--- src/rtl/muldiv_seq_ctrl_pkg.sv ---
// Shared encodings for the EXE-stage multiply/divide sequencer.
package muldiv_seq_ctrl_pkg;

    localparam logic [5:0] OP_RTYPE    = 6'h00;

    localparam logic [5:0] FUNCT_MFHI  = 6'h10;
    localparam logic [5:0] FUNCT_MTHI  = 6'h11;
    localparam logic [5:0] FUNCT_MFLO  = 6'h12;
    localparam logic [5:0] FUNCT_MTLO  = 6'h13;
    localparam logic [5:0] FUNCT_MULT  = 6'h18;
    localparam logic [5:0] FUNCT_MULTU = 6'h19;
    localparam logic [5:0] FUNCT_DIV   = 6'h1A;
    localparam logic [5:0] FUNCT_DIVU  = 6'h1B;

    typedef enum logic [1:0] {
        MD_IDLE = 2'd0,
        MD_MUL  = 2'd1,
        MD_DIV  = 2'd2,
        MD_DONE = 2'd3
    } md_state_e;

    // True for the funct codes that run the 32-step iteration.
    function automatic logic is_iter_funct(input logic [5:0] f);
        return (f == FUNCT_MULT) || (f == FUNCT_MULTU) ||
               (f == FUNCT_DIV)  || (f == FUNCT_DIVU);
    endfunction

endpackage

--- src/rtl/md_iter_step.sv ---
// One iteration of shift-add multiply or restoring divide on a 2*XLEN accumulator.
// MUL: acc = {partial product, remaining multiplier bits}, shifts right.
// DIV: acc = {partial remainder, remaining dividend / quotient bits}, shifts left.
module md_iter_step
    import muldiv_seq_ctrl_pkg::*;
#(
    parameter int unsigned XLEN = 32
) (
    input  logic              is_div_i,
    input  logic [XLEN-1:0]   opb_i,
    input  logic [2*XLEN-1:0] acc_i,
    output logic [2*XLEN-1:0] acc_o
);

    logic [XLEN:0]   add_sum;
    logic            rem_ge;
    logic [XLEN-1:0] rem_sub;

    // Single combinational step; a zero divisor always subtracts, which yields the
    // all-ones quotient and the untouched dividend as remainder.
    always_comb begin
        add_sum = {1'b0, acc_i[2*XLEN-1:XLEN]} + (acc_i[0] ? {1'b0, opb_i} : '0);
        rem_ge  = (acc_i[2*XLEN-1:XLEN-1] >= {1'b0, opb_i});
        rem_sub = acc_i[2*XLEN-2:XLEN-1] - opb_i;
        acc_o   = '0;
        if (is_div_i) begin
            if (rem_ge) begin
                acc_o = {rem_sub, acc_i[XLEN-2:0], 1'b1};
            end else begin
                acc_o = {acc_i[2*XLEN-2:0], 1'b0};
            end
        end else begin
            acc_o = {add_sum, acc_i[XLEN-1:1]};
        end
    end

endmodule

--- src/rtl/muldiv_seq_ctrl.sv ---
// EXE-stage multiply/divide sequencer: FSM, step counter, operand latches,
// sign fix-up and the HI/LO architectural registers.
module muldiv_seq_ctrl
    import muldiv_seq_ctrl_pkg::*;
#(
    parameter int unsigned XLEN = 32
) (
    input  logic            clk,
    input  logic            rst,
    input  logic            EXE_Valid,
    input  logic [5:0]      EXE_OP,
    input  logic [5:0]      EXE_Funct,
    input  logic            EXE_Kill,
    input  logic [XLEN-1:0] rs_data,
    input  logic [XLEN-1:0] rt_data,
    output logic            MD_Stall,
    output logic            MD_Busy,
    output logic [XLEN-1:0] HI,
    output logic [XLEN-1:0] LO
);

    localparam int unsigned CNT_W = $clog2(XLEN) + 1;

    md_state_e         state_q, state_d;
    logic [CNT_W-1:0]  cnt_q, cnt_d;
    logic [2*XLEN-1:0] acc_q, acc_d;
    logic [XLEN-1:0]   opb_q, opb_d;
    logic              div_q, div_d;
    logic              neg_lo_q, neg_lo_d;
    logic              neg_hi_q, neg_hi_d;
    logic              busy_q, busy_d;
    logic [XLEN-1:0]   hi_q, hi_d;
    logic [XLEN-1:0]   lo_q, lo_d;

    logic              issue;
    logic              start;
    logic              signed_op;
    logic              div_op;
    logic              rs_neg;
    logic              rt_neg;
    logic [XLEN-1:0]   rs_mag;
    logic [XLEN-1:0]   rt_mag;
    logic [2*XLEN-1:0] step_acc;
    logic [2*XLEN-1:0] prod_fix;
    logic [XLEN-1:0]   quo_fix;
    logic [XLEN-1:0]   rem_fix;

    md_iter_step #(
        .XLEN (XLEN)
    ) u_step (
        .is_div_i (state_q == MD_DIV),
        .opb_i    (opb_q),
        .acc_i    (acc_q),
        .acc_o    (step_acc)
    );

    // Decode of the EXE instruction, operand magnitudes and DONE-cycle sign fix-up.
    always_comb begin
        issue     = EXE_Valid && !EXE_Kill && (EXE_OP == OP_RTYPE);
        start     = issue && is_iter_funct(EXE_Funct) && (state_q == MD_IDLE);
        signed_op = !EXE_Funct[0];
        div_op    = EXE_Funct[1];
        rs_neg    = signed_op && rs_data[XLEN-1];
        rt_neg    = signed_op && rt_data[XLEN-1];
        rs_mag    = rs_neg ? (~rs_data + 1'b1) : rs_data;
        rt_mag    = rt_neg ? (~rt_data + 1'b1) : rt_data;
        prod_fix  = neg_lo_q ? (~acc_q + 1'b1) : acc_q;
        quo_fix   = neg_lo_q ? (~acc_q[XLEN-1:0] + 1'b1) : acc_q[XLEN-1:0];
        rem_fix   = neg_hi_q ? (~acc_q[2*XLEN-1:XLEN] + 1'b1) : acc_q[2*XLEN-1:XLEN];
    end

    // Next-state, datapath-load and stall logic.
    always_comb begin
        state_d  = state_q;
        cnt_d    = cnt_q;
        acc_d    = acc_q;
        opb_d    = opb_q;
        div_d    = div_q;
        neg_lo_d = neg_lo_q;
        neg_hi_d = neg_hi_q;
        hi_d     = hi_q;
        lo_d     = lo_q;
        MD_Stall = 1'b0;

        unique case (state_q)
            MD_IDLE: begin
                if (start) begin
                    MD_Stall = 1'b1;
                    state_d  = div_op ? MD_DIV : MD_MUL;
                    cnt_d    = '0;
                    div_d    = div_op;
                    neg_lo_d = rs_neg ^ rt_neg;
                    neg_hi_d = rs_neg;
                    if (div_op) begin
                        acc_d = {{XLEN{1'b0}}, rs_mag};
                        opb_d = rt_mag;
                    end else begin
                        acc_d = {{XLEN{1'b0}}, rt_mag};
                        opb_d = rs_mag;
                    end
                end else if (issue && (EXE_Funct == FUNCT_MTHI)) begin
                    hi_d = rs_data;
                end else if (issue && (EXE_Funct == FUNCT_MTLO)) begin
                    lo_d = rs_data;
                end
            end
            MD_MUL, MD_DIV: begin
                MD_Stall = 1'b1;
                acc_d    = step_acc;
                cnt_d    = cnt_q + 1'b1;
                if (cnt_q == CNT_W'(XLEN - 1)) begin
                    state_d = MD_DONE;
                end
            end
            MD_DONE: begin
                state_d = MD_IDLE;
                cnt_d   = '0;
                if (div_q) begin
                    hi_d = rem_fix;
                    lo_d = quo_fix;
                end else begin
                    hi_d = prod_fix[2*XLEN-1:XLEN];
                    lo_d = prod_fix[XLEN-1:0];
                end
            end
            default: state_d = MD_IDLE;
        endcase

        // Kill overrides everything above, including a pending DONE write-back.
        if (EXE_Kill) begin
            state_d = MD_IDLE;
            cnt_d   = '0;
            hi_d    = hi_q;
            lo_d    = lo_q;
        end

        busy_d = (state_d == MD_MUL) || (state_d == MD_DIV);
    end

    // State and datapath registers with synchronous active-low reset.
    always_ff @(posedge clk) begin
        if (!rst) begin
            state_q  <= MD_IDLE;
            cnt_q    <= '0;
            acc_q    <= '0;
            opb_q    <= '0;
            div_q    <= 1'b0;
            neg_lo_q <= 1'b0;
            neg_hi_q <= 1'b0;
            busy_q   <= 1'b0;
            hi_q     <= '0;
            lo_q     <= '0;
        end else begin
            state_q  <= state_d;
            cnt_q    <= cnt_d;
            acc_q    <= acc_d;
            opb_q    <= opb_d;
            div_q    <= div_d;
            neg_lo_q <= neg_lo_d;
            neg_hi_q <= neg_hi_d;
            busy_q   <= busy_d;
            hi_q     <= hi_d;
            lo_q     <= lo_d;
        end
    end

    assign MD_Busy = busy_q;
    assign HI      = hi_q;
    assign LO      = lo_q;

endmodule

--- config.mk ---
export PLATFORM = sky130hd
export DESIGN_NAME = muldiv_seq_ctrl
export DESIGN_NICKNAME = d
export VERILOG_FILES = /design/src/rtl/muldiv_seq_ctrl_pkg.sv /design/src/rtl/md_iter_step.sv /design/src/rtl/muldiv_seq_ctrl.sv
export SDC_FILE = /design/constraint.sdc
export NUM_CORES = 1
export LEC_CHECK = 0
export ABC_CLOCK_PERIOD_IN_PS = 3200
export CAP_MARGIN = 40
export CORE_MARGIN = 1
export CORE_UTILIZATION = 41
export DETAILED_ROUTE_END_ITERATION = 8
export PLACE_DENSITY = 0.66
export SYNTH_ARGS = -nofsm -noshare
export SYNTH_HDL_FRONTEND = slang
export SYNTH_SLANG_ARGS = --single-unit
--- constraint.sdc ---
create_clock -name clk -period 3.2 [get_ports clk]
set_input_delay 0.32 -clock clk [delete_from_list [all_inputs] [get_ports clk]]
set_output_delay 0.32 -clock clk [all_outputs]
set_load 0.05 [all_outputs]
==> results of run 1 <==
==> registers in the layout, indices dropped and copies added, names as in the netlist <==
register  flops
neg_lo_q      1
MD_Busy       1
LO           32
opb_q        32
div_q         1
cnt_q         6
acc_q        64
neg_hi_q      1
HI           32
state_q       2
==> cells in the mapped netlist (20+ instances only) <==
| cell | n |
|---|---|
| a211oi_1 | 76 |
| a21o_1 | 39 |
| a21oi_1 | 227 |
| a22oi_1 | 24 |
| a31oi_1 | 24 |
| clkbuf_1 | 126 |
| dfxtp_1 | 172 |
| ha_1 | 72 |
| inv_1 | 70 |
| mux2_2 | 21 |
| mux2i_1 | 56 |
| nand2_1 | 159 |
| nand3_1 | 56 |
| nor2_1 | 228 |
| nor2b_1 | 22 |
| nor3_1 | 48 |
| o21ai_0 | 148 |
| o31ai_1 | 27 |
| or3_1 | 20 |
| xnor2_1 | 95 |
| xor2_1 | 84 |
==> through the flow <==
stage               setup WS [ns]  utilization [%]  setup TNS (ns)  power [W]  cells
finish                     0.1125            52.99               0   0.004906   2783
CTS                       0.01665            52.75               0   0.004891   2783
detailed placement       -0.09503            51.01         -0.1636   0.002788   2750
floorplan                 0.05348                -               0   0.002459   2065
global placement         -0.05773            51.01        -0.07473   0.002785   2750
global route             0.003507            52.99               0   0.005032   2783
==> cells in the final DEF, fill, tap and decap left out, drive strengths merged, types with 9 or more instances in the layout <==
cell,Yosys,routed
nand2,159,159
or2,11,11
a211oi,77,77
or3,20,20
or4,10,10
dfxtp,172,172
nand4,19,19
nand2b,18,18
o21a,10,10
a21o,39,39
o21bai,9,9
o21ai,158,158
nor3,53,53
o41ai,10,10
clkbuf,126,18
a31oi,24,24
and2,10,10
buf,18,227
nor2,228,228
nand3,56,56
a22oi,24,24
clkdlybuf4s50,0,142
a21oi,229,229
xor2,84,84
mux2i,56,56
nor2b,22,22
ha,72,72
nor4,21,21
inv,70,77
o31ai,30,30
o211ai,17,17
xnor2,95,95
mux2,21,21
==> metal layers <==
| metal | up-vias | GRT usage, % | wire (µm) |
|---|---|---|---|
| li1 | 7974 | - | - |
| met1 | 7927 | 44.38 | 27580 |
| met2 | 783 | 49.50 | 26630 |
| met3 | 143 | 5.305 | 5122 |
| met4 | 0 | 15.81 | 2913 |
| met5 | - | 0 | 0 |
==> power groups by stage <==
stage | Clock [W] | Sequential [W] | Combinational [W]
finish | 0.00214 | 0.00214 | 0.000624
global route | 0.00224 | 0.00214 | 0.000655
CTS | 0.00215 | 0.00214 | 0.000602
detailed placement | 0 | 0.00219 | 0.000598
global placement | 0 | 0.00219 | 0.000596
floorplan | 0 | 0.00219 | 0.000269
==> cells by family after synthesis <==
logic type / share of synthesized area [%]
buf+inv: 5.468
simple gates: 20.82
fa+ha+maj: 6.230
compound gates: 29.03
xor+xnor: 10.38
flops: 22.80
mux: 5.277
==> what timing repair did <==
item,in CTS,in global routing
hold buffers,0,0
buffers inserted,2,0
gates resized for setup,9,18
pin swaps,8,9
endpoints found under the setup margin,4,19
gates cloned,0,0
==> worst register-to-register path: cells and delay by family, from the launching register on <==
| kind | cells | cell delay [ns] |
|---|---|---|
| adders and majority gates | 1 | 0.36 |
| buffers and inverters | 2 | 0.43 |
| and+or+nand+nor | 2 | 0.27 |
| muxes | 1 | 0.18 |
| AOI/OAI and AO/OA | 6 | 1.36 |
| DFF | 1 | 0.38 |
==> final cells by class <==
class	instances	area (µm²)	share of cell area [%]
multi-input cells	1678	10980	57.71
flip-flops and latches	172	3445	18.10
repair buffers	369	3178	16.70
well taps	461	576.8	3.031
clock buffers	18	429.2	2.255
inverters	71	266.5	1.400
clock inverters	14	152.6	0.8022
==> path summary, 6_finish.rpt <==
kind	startpoint	slack, ns	to
worst max-delay path	acc_q[33]	0.11	acc_q[38]
worst min-delay path	rst	0.26	acc_q[28]
worst max register to register	acc_q[33]	0.11	acc_q[38]
worst min register to register	LO[2]	0.46	LO[2]
==> metrics.md, run 1 <==
| Metric | Value |
|---|---|
| Initial antenna violation count | 2 |
| Design area | 0.01903 mm² |
| Sink Count | 172 |
| Drt wl/cell | 22.37 µm |
| Post-Route WL | 62.25 mm |
| Final Hold Fails | 0 |
| Hold path cells | 3 |
| Post-synth cell types | 87 |
| Max_cap viols | 0 |
| NumNets Final | 2,463 |
| IO Count | 146 |
| Leak pwr | 7.910 nW |
| Peak VDD IR | 0.3988 mV |
| 1st-pass router iterations | 8 |
| RD Place Congestion | 0.9929 |
| Synth Area per Inst | 7.314 µm² |
| Most used DFF post-synth | dfxtp_1 |
| Worst-path maximum fanout | 13 |
| Asr flop ratio synth | 0% |
| Ys Warns | 0 |
| Critical Path AT | 3.45 ns |
| Crit start category | flop |
| First-pass GRT wire length | 93.47 mm |
| Share of the synthesized area in the top cell type | 22.80% |
| DP Wirelength | 50.03 mm |
| Max Slew Vio Count | 0 |
| Hold_ws | 0.2649 ns |
| WP buf/inv | 2 |
| CP max stage delay | 0.52 ns |
| Relative slew slack | 38.44% |
| CP Data Required Time | 3.56 ns |
| CTS tree | yes |
| Slowest-stage cell, CP | o21ai_4 |
| Core Rows | 69 |
| Iteration-0 DRC Markers | 1,880 |
| Switching pwr | 0.001425 W |
| ANT cells | 0 |
| Share of post-route cells with drive strength above 1 | 14.94% |
| Post-DP Area | 0.01832 mm² |
| Cell taking the most area after synthesis | dfxtp_1 |
| Vias in the first global route | 15,837 |
| Worst skew pair latency | 0.47 ns |
| Die ar. | 0.03761 mm² |
| Worst slew pin tran | 0.9233 ns |
| Core box area | 0.03591 mm² |
| Run status | finished, final reports clean |
| Post-synth EDFFs | 0 |
| Sequential share of the synthesized area | 22.80% |
| Unrepaired setup endpoints after global routing | false |
| Tmin final | 3.087 ns |
| Total number of vias | 16,827 |
| Clk pwr share | 43.7% |
| CP endpoint kind | flop |
| Die H | 193.9 µm |
| Total CTS buffers | 17 |
| Crit path kind | reg -> reg |
| Synth top area cells | dfxtp_1, a21oi_1, ha_1, nor2_1, xnor2_1 |
| Switching power share of the total | 29.04% |
| Syn_nets | 2,219 |
| Internal power | 0.003481 W |
| Synth Register Bits | 172 |
| Port Buffers | 145 |
| Post-route ant nets | 0 |
| Residual DRC | 0 |
| Starting Density | 42.05% |
| # H-tree levels | 4 |
| Area grow syn2layout | 26.00% |
| Critical Path Stages | 12 |
| Logic gate share of total power | 12.7% |
| Cells after Synth | 2,065 |
| Sequential power share | 43.6% |
| Fmax | 323.9 MHz |
| Cell breakdown of the critical path | buf_4 > ha_1 > nand3_1 > o21bai_1 > a211o_1 > nand3_1 > a21oi_2 > o21ai_4 > buf_4 > mux2i_1 > a21oi_1 > a21o_1 |
| Die width | 193.9 µm |
| Worst-path clk slew | 0.08 ns |
| Grt ovf | 0 |
| Vias/cell | 6.046 |
| Final setup fails | 0 |
| Hold Path Class | in -> reg |
| CP top delay family | compound AO/OA/AOI/OAI gates |
| Fin Clk Skew | 0.01452 ns |
| Post-synthesis cell area | 0.01510 mm² |
| Final worst-path cycle share | 96.48% |
| Largest net degree at the start of global routing | 97 |
| Number of fill cells in the layout | 3,544 |
| All-layer global routing usage | 32.48% |
| Reg2Reg Depth | 12 |
| CTS Buffer Depth | 2 |
| Root Buffer | clkbuf_16 |
| PD cells | 257.8 mW/mm² |
No activity file was read; power rests on OpenSTA's default activity.
==> run 2: changes to the inputs <==
Settings changed: ABC_CLOCK_PERIOD_IN_PS 3200 to 3300, PLACE_DENSITY 0.66 to 0.63, REMOVE_ABC_BUFFERS set to 1.
Clock period 3.2 ns to 3.3 ns, I/O delays scaled along.
==> run 2 against run 1 <==
  * Flip-flop and latch count is the same
  * Total power shrank 3.3%
  * Final cell count shrank 2.0%
  * Clock power is essentially flat
  * Via count shrank 2.1%
  * Non-clock buffer count shrank 52
  * Register-to-register slack gained 0.02 ns
  * Utilization shrank 1.0 points
  * Cell area shrank 1.9%
  * Critical path type unchanged
  * Critical endpoint is now acc_q[59]
  * Largest cell class unchanged
  * Largest power group is now clock
  * Highest routed layer unchanged
==> metrics.md, run 2 (same netlist as run 1, synthesis figures left out) <==
| Metric | Value |
|---|---|
| Run status | finished, final reports clean |
| Largest Register | acc_q |
| 1st-pass router iterations | 5 (-3) |
| Commonest cells after routing, fill and taps aside | a21oi_1, nor2_1, dfxtp_1 |
| Hold path startpoint | HI[31] |
| Peak VDD IR | 0.3826 mV (-4.1%) |
| Starting Density | 42.05% (unchanged) |
| Fmax | 315.4 MHz (-2.6%) |
| PD cells | 254.0 mW/mm² (-1.5%) |
| Die ar. | 0.03761 mm² (unchanged) |
| Internal reg-to-reg setup slack | 0.13 ns (+0.02 ns) |
| Crit start category | flop |
| Worst-path clk slew | 0.07 ns (about the same) |
| Core box area | 0.03591 mm² (unchanged) |
| First-pass GRT wire length | 89.11 mm (-4.7%) |
| R2r endpoint | acc_q[59] |
| Worst Hold End | HI[31] |
| Leak pwr | 7.668 nW (-3.1%) |
| Core Rows | 69 (unchanged) |
| DP Wirelength | 44.92 mm (-10%) |
| CTS tree | yes |
| Hold Path Class | reg -> reg |
| Worst-path maximum fanout | 4 (-9) |
| Total power | 0.004743 W (-3.3%) |
| Reg2Reg Depth | 13 (+1) |
| Sink Count | 172 (unchanged) |
| Post-DP Area | 0.01800 mm² (-1.8%) |
| Critical Path AT | 3.51 ns (+0.06 ns) |
| CTS Buffer Depth | 2 (unchanged) |
| RD Place Congestion | 0.9824 (-1.1%) |
| Vias/cell | 6.042 (about the same) |
| Max Slew Vio Count | 0 (unchanged) |
| Iteration-0 DRC Markers | 1,392 (-26%) |
| Share of post-route cells with drive strength above 1 | 12.79% (-2.2 points) |
| Setup ws final | 0.1291 ns (+0.01661 ns) |
| Area grow syn2layout | 23.60% |
| Max_cap viols | 0 (unchanged) |
| Unrepaired setup endpoints after global routing | true |
| Root Buffer | clkbuf_16 |
| CP Data Required Time | 3.64 ns (+0.08 ns) |
| Vias in the first global route | 15,666 (-1.1%) |
| # H-tree levels | 4 (unchanged) |
| Post-route ant nets | 0 (unchanged) |
| Die H | 193.9 µm (unchanged) |
| Worst slew pin tran | 0.8319 ns (-0.09144 ns) |
| Final setup fails | 0 (unchanged) |
| CP endpoint kind | flop |
| Total CTS buffers | 17 (unchanged) |
| Drt wl/cell | 21.34 µm (-4.6%) |
| Grt ovf | 0 (unchanged) |
| Crit path kind | reg -> reg |
| Pre-CTS setup slack | 0.01181 ns (+0.1068 ns) |
| Tmin final | 3.171 ns (+0.08339 ns) |
| All-layer global routing usage | 30.06% (-2.4 points) |
| NumNets Final | 2,411 (-2.1%) |
| Final worst-path cycle share | 96.09% (-0.40 points) |
| Max reg flops | 64 (unchanged) |
| Largest net degree at the start of global routing | 97 (unchanged) |
| Fin Clk Skew | 0.01148 ns (-0.003040 ns) |
| Worst skew pair latency | 0.46 ns (about the same) |
| Initial antenna violation count | 0 (-2) |
| Residual DRC | 0 (unchanged) |
| Final Hold Fails | 0 (unchanged) |
| ANT cells | 0 (unchanged) |
| Die width | 193.9 µm (unchanged) |
| Relative slew slack | 44.54% (+6.1 points) |
| Hold path cells | 2 (-1) |
| Port Buffers | 145 (unchanged) |
| Post-Route WL | 58.23 mm (-6.5%) |
| Total number of vias | 16,482 (-2.1%) |
| IO Count | 146 (unchanged) |
| Design area | 0.01867 mm² (-1.9%) |
| Reg2reg start | acc_q[0] |
[run 2: cell type report]
type | instances | area [µm²]
clock buffers | 19 | 442.9
clock inverters | 10 | 142.6
fillers | 3541 | 17250
inverters | 71 | 269.0
multi-input cells | 1678 | 10960
flip-flops and latches | 172 | 3447
well taps | 461 | 576.8
repair buffers | 317 | 2833
[run 2: what timing repair did]
item,4_1_cts,5_1_grt
hold buffers,0,0
setup buffers,0,1
endpoints found under the setup margin,1,14
resized for setup,1,19
pin swaps,0,9
[run 2: how the worst max path moves through the flow]
stage | startpoint | end | slack (ns)
6_report | acc_q[0] | acc_q[59] | 0.13
5_1_grt | acc_q[0] | acc_q[59] | -0.03
4_1_cts | acc_q[0] | acc_q[59] | 0.007
3_5_place_dp | acc_q[0] | acc_q[59] | 0.01
3_3_place_gp | acc_q[0] | acc_q[59] | 0.06
2_1_floorplan | state_q[0] | acc_q[55] | -2.43
[run 2: critical path: stages, from the launching register on]
cell       delay (ns)
dfxtp_4          0.36
and2_4           0.16
ha_4             0.15
inv_2            0.05
fa_2             0.24
nor2b_2          0.06
o31a_1           0.34
o41ai_4          0.41
o2111ai_2        0.18
a21oi_4          0.21
o31ai_4          0.10
a311oi_4         0.37
xnor2_1          0.12
a221o_1          0.30
[run 2: routing by layer]
| layer | track usage [%] | vias up | wire length [µm] |
|---|---|---|---|
| met5 | 0 | - | 0 |
| met4 | 11.17 | 0 | 1881 |
| met3 | 3.583 | 104 | 3418 |
| met2 | 49.77 | 667 | 26990 |
| met1 | 39.99 | 7846 | 25940 |
| li1 | - | 7865 | - |
[run 2: power by group]
part	switching (W)	total (W)	internal, W
registers	0.000000266	0.00207	0.00207
logic	0.000307	0.000528	0.000220
clock network	0.000939	0.00214	0.00120
[run 2: stage by stage]
stage               setup TNS [ns]  instances  util [%]  hold slack (ns)
finish                           0       2728     51.98           0.4512
global route              -0.03440       2728     51.98           0.4828
CTS                              0       2728     51.74           0.4556
detailed placement               0       2699     50.11           0.4481
global placement                 0       2697     50.03           0.4409
floorplan                  -119.41       1921         -           0.4319
